===== config.mk =====
export PLATFORM = sky130hd
export DESIGN_NAME = fetch_unit
export DESIGN_NICKNAME = d
export VERILOG_FILES = /design/src/rtl/fetch_unit.sv
export SDC_FILE = /design/constraint.sdc
export NUM_CORES = 1
export LEC_CHECK = 0
export ABC_AREA = 1
export CAP_MARGIN = 40
export CORE_ASPECT_RATIO = 0.7
export CORE_MARGIN = 2
export CORE_UTILIZATION = 42
export CTS_CLUSTER_DIAMETER = 40
export CTS_CLUSTER_SIZE = 8
export DETAILED_ROUTE_END_ITERATION = 12
export MAX_ROUTING_LAYER = met4
export PLACE_DENSITY = 0.88
export RECOVER_POWER = 50
export SYNTH_ARGS = -nofsm -noshare
export SYNTH_HDL_FRONTEND = slang
export SYNTH_SLANG_ARGS = --single-unit

===== constraint.sdc =====
create_clock -name clk -period 1.5 [get_ports clk]
set_input_delay 0.3 -clock clk [delete_from_list [all_inputs] [get_ports clk]]
set_output_delay 0.3 -clock clk [all_outputs]
set_load 0.05 [all_outputs]

===== src/rtl/fetch_unit.sv =====
`default_nettype none
// ============================================================================
//  Module      : fetch_unit
//  Description : Instruction fetch front end. Holds the program counter,
//                issues one instruction-cache read per cycle and forwards
//                instruction/PC pairs to decode. Handles decode stalls,
//                branch redirects (squashing the in-flight read through the
//                cache nop input) and halt-opcode detection.
//  Revision    : 1.0 - initial release
// ============================================================================
module fetch_unit #(
    parameter logic [15:0] RESET_PC    = 16'h0000,
    parameter logic [3:0]  HALT_OPCODE = 4'hF,
    parameter int          CNT_W       = 32
) (
    input  logic             clk,
    input  logic             rst,
    input  logic             stall_in,
    input  logic             redirect_en,
    input  logic [15:0]      redirect_pc,
    output logic [15:0]      icache_rd_dest,
    output logic             icache_rd_en,
    output logic             icache_nop,
    input  logic [15:0]      icache_rd_out,
    input  logic [15:0]      icache_pc_out,
    output logic [15:0]      inst_out,
    output logic [15:0]      inst_pc_out,
    output logic             inst_valid,
    output logic             halted,
    output logic [CNT_W-1:0] fetch_count
);

    localparam logic [1:0] c_IDLE = 2'd0;
    localparam logic [1:0] c_RUN  = 2'd1;
    localparam logic [1:0] c_HALT = 2'd2;

    logic [15:0]      r_pc;
    logic [1:0]       r_state;
    logic             r_issued_q;
    logic             r_halted;
    logic [CNT_W-1:0] r_fetch_count;

    logic w_inst_valid;
    logic w_halt_hit;
    logic w_rd_en;
    logic w_nop;
    logic w_count_en;
    logic w_redirect;

    // Fetch control: read strobe, squash, halt detection and delivery qualifier
    always_comb begin
        w_inst_valid = r_issued_q & (r_state != c_HALT);
        w_halt_hit   = w_inst_valid & ~stall_in & (icache_rd_out[15:12] == HALT_OPCODE);
        w_rd_en      = (r_state == c_RUN) & ~stall_in & ~redirect_en & ~w_halt_hit;
        w_nop        = redirect_en | (r_state == c_IDLE);
        w_count_en   = w_inst_valid & ~stall_in & ~redirect_en;
        // The one-cycle IDLE window after reset does not accept redirects
        w_redirect   = redirect_en & (r_state != c_IDLE);
    end

    // Program counter: redirect target, otherwise advance on every issued read
    always_ff @(posedge clk or posedge rst) begin
        if (rst) begin
            r_pc <= RESET_PC;
        end else if (w_redirect) begin
            r_pc <= redirect_pc;
        end else if (w_rd_en) begin
            r_pc <= r_pc + 16'd1;
        end
    end

    // State machine: one IDLE cycle after reset, RUN, HALT until redirect
    always_ff @(posedge clk or posedge rst) begin
        if (rst) begin
            r_state <= c_IDLE;
        end else begin
            case (r_state)
                c_IDLE: r_state <= c_RUN;
                c_RUN, c_HALT: begin
                    if (redirect_en) begin
                        r_state <= c_RUN;
                    end else if (w_halt_hit) begin
                        r_state <= c_HALT;
                    end
                end
                default: r_state <= c_IDLE;
            endcase
        end
    end

    // Outstanding-read flag: set by a read, held across stalls, killed by redirect
    always_ff @(posedge clk or posedge rst) begin
        if (rst) begin
            r_issued_q <= 1'b0;
        end else if (redirect_en || w_halt_hit) begin
            r_issued_q <= 1'b0;
        end else begin
            r_issued_q <= w_rd_en | (r_issued_q & stall_in);
        end
    end

    // Halted flag: set after the halt instruction is delivered, cleared by redirect
    always_ff @(posedge clk or posedge rst) begin
        if (rst) begin
            r_halted <= 1'b0;
        end else if (w_redirect) begin
            r_halted <= 1'b0;
        end else if (w_halt_hit) begin
            r_halted <= 1'b1;
        end
    end

    // Delivered-instruction counter, saturating at all-ones
    always_ff @(posedge clk or posedge rst) begin
        if (rst) begin
            r_fetch_count <= '0;
        end else if (w_count_en && !(&r_fetch_count)) begin
            r_fetch_count <= r_fetch_count + CNT_W'(1);
        end
    end

    assign icache_rd_dest = r_pc;
    assign icache_rd_en   = w_rd_en;
    assign icache_nop     = w_nop;
    assign inst_out       = icache_rd_out;
    assign inst_pc_out    = icache_pc_out;
    assign inst_valid     = w_inst_valid;
    assign halted         = r_halted;
    assign fetch_count    = r_fetch_count;

endmodule
`default_nettype wire


==> impl_metrics.tcl <==
set metrics [dict create \
    critPathKind "reg2out" \
    crit_path_end_kind "output port" \
    clk_pin_slew_ns 0.07 \
    synth-async-reset-ratio_pct 100.0 \
    synth_seq_cells 52 \
    synth_area_leader_cell "dfrtp_1" \
    cp_data_arrival_time_ns 1.58 \
    fin_crit_sh_pct 125.4 \
    synth_area_leaders "dfrtp_1 34%, nand2_1 23%, nor2_1 7.3%, buf_4 6.4%, inv_1 3.5%" \
    synthSimpleGateAreaFrac_pct 42.86 \
    via_per_inst 5.495 \
    routedWlPerCell_um 16.67 \
    final_cell_mix "184 x nand2_1, 72 x buf_4, 64 x nor2_1" \
    holdWs_ns 0.5037 \
    dieArea_um2 10010 \
    htreeDepth 2 \
    drive_gt1_share_pct 43.12 \
    finalHoldViolCount 0 \
    worst_ep_required_time_ns 1.20 \
    slew_headroom_pct 56.42 \
    num_antenna_cells 0 \
    drt_iter0_markers 374 \
    synth_top_flop_cell "dfrtp_1" \
    drv_slew 0 \
    drtAntennaViolNets 0 \
    antenna_found_initial 0 \
    chipHeight_um 84.33 \
    grt_pass1_vias 4552 \
    max-clock-path-buffers 2 \
    p_per_area_nw_per_um2 1266 \
    die_w_um 118.8 \
    skew_ns 0.009574 \
    start_kind "register" \
    final_area_um2 6515 \
    syn_area_um2 3871 \
    yosysTopAreaCellShare_pct 33.61 \
    io_buffer_count 79 \
    grt.total_usage_pct 26.49 \
    synthMuxAreaShare_pct 0.5171 \
    coreArea_um2 8999 \
    fin_nets 769 \
    synth_top_family_by_area "simple AND/OR/NAND/NOR gates" \
    cts_tree "built" \
    gp_congestion 0.9951 \
    ir_worst_vdd_mv 1.415 \
    violations "setup timing" \
    synth_xor_area_share_pct 3.620 \
    via_count 4594 \
    clock_sinks 52 \
    ys_types 36 \
    synth_area_per_cell_um2 6.768 \
    fillers 618 \
    synth_fa_ha_area_share_pct 1.939 \
    final_common_cell "nand2_1" \
    hpwl_um 9226 \
    drc 0 \
    ys_seq_area_share_pct 33.61 \
    fp-row-count 29 \
    cts-buffers-inserted 5 \
    fmax_mhz 531.7 \
    grt_overflow 0 \
    hold_buffers 0 \
    initial_utilization_pct 43.02 \
    final.setup.worst_slack_ns -0.3806 \
    synthCells 572 \
    synth_compound_area_share_pct 4.913 \
    post_dp_cell_area_um2 5787 \
    worstSkewPairLatency_ns 0.30 \
    rsz0062_at_grt "yes" \
    p_leak_nw 3.024 \
    critPathMaxFanout 3 \
    maxCapViolations 0 \
    hp-class "in2async" \
    pin_count 136 \
    status "complete, but fails checks" \
    cts-root-buf "clkbuf_16" \
    synth-edff-count 0 \
    areaGrowthSynthToFinish_pct 68.29 \
    worst_pin_slew_ns 0.6501 \
    grt_first_pass_wirelength_um 20990 \
    first_pass_iters 6 \
    finalSetupViolCount 52 \
    detail_route.wirelength_um 13940 \
    grt_max_degree 21 \
    syn-num-nets 630 \
    synth_warnings 0 \
    period_minus_slack_ns 1.881 \
]
[routing by layer]
layer	GRT usage (%)	share of wire, %	vias to the layer above
met5	-	0	-
met4	12.34	4.0	0
li1	-	-	2030
met3	5.435	9.9	78
met2	45.51	51	342
met1	29.74	35	2144
[stage by stage]
step	utilization (%)	setup slack [ns]	TNS [ns]	power (mW)	std cells
floorplan	-	-0.2050	-5.849	4.408	572
global placement	64.31	-0.3327	-9.619	6.166	812
detailed placement	64.31	-0.3726	-13.04	6.345	812
CTS	68.65	-0.3033	-6.796	7.711	828
global route	72.40	-0.4482	-16.43	8.583	836
finish	72.40	-0.3806	-12.84	8.250	836
[cell usage after synthesis (all sizes together), types with 2 or more instances]
cell and n:
ha 6, a21oi 10, o21bai 4, buf 40, nand2 248, clkbuf 2
a21boi 3, nor2 83, inv 39, or2 2, xor2 9, nand4 7
o21ai 13, nand3 26, mux2i 2, xnor2 7, nand3b 13, dfrtp 52
[worst paths after layout]
| kind | slack (ns) | cells past startpoint | from | endpoint |
|---|---|---|---|---|
| worst min register to register | 0.55 | 2 | fetch_count[12] | fetch_count[12] |
| worst max-delay path | -0.38 | 6 | r_state[1] | icache_rd_en |
| min in group clk | 0.55 | 2 | fetch_count[12] | fetch_count[12] |
| max in group asynchronous | 0.13 | 3 | rst | fetch_count[6] |
| worst min-delay path | 0.50 | 2 | rst | fetch_count[28] |
| worst max register to register | -0.31 | 11 | r_state[1] | icache_rd_dest[13] |
[critical path, cell delays in order, from the launching register on]
cell	delay [ns]
dfrtp_2	0.46
ha_4	0.18
nor3_2	0.12
nand2_1	0.11
nand2_2	0.13
clkinvlp_4	0.12
buf_8	0.16
[area by class of cell]
class | count | area [µm²] | share of cell area [%]
multi-input combinational | 439 | 2501 | 38.39
tap | 124 | 155.1 | 2.381
sequential | 52 | 1345 | 20.65
clock buffer | 7 | 142.6 | 2.189
inverter | 40 | 188.9 | 2.900
timing repair buffer | 171 | 2147 | 32.96
clock inverter | 1 | 7.507 | 0.1152
timing repair inverter | 2 | 27.53 | 0.4225
[cells by family after synthesis]
| family | count (synthesis) |
|---|---|
| xor gates and xnor gates | 16 |
| DFF | 52 |
| AOI/OAI and AO/OA | 33 |
| buffers and inverters | 82 |
| muxes | 2 |
| and+or+nand+nor | 381 |
| adders and majority gates | 6 |
[flip-flops by register name, summed over array words and instances, names as in the netlist]
| signal | cells |
|---|---|
| fetch_count | 32 |
| r_state | 2 |
| icache_rd_dest | 16 |
| halted | 1 |
| r_issued_q | 1 |
[timing repair]
item	in CTS	in global routing
pin swaps	16	21
cloned	5	0
resized for setup	49	88
setup endpoints to repair	50	52
setup buffers	3	8
[power breakdown]
| part | internal (mW) | switching [mW] | total (mW) |
|---|---|---|---|
| Clock | 0.667 | 0.542 | 1.21 |
| Sequential | 1.69 | 0.420 | 2.11 |
| Combinational | 2.26 | 2.67 | 4.94 |
| Total | 4.62 | 3.63 | 8.25 |
(Power assumes the default switching activity.)
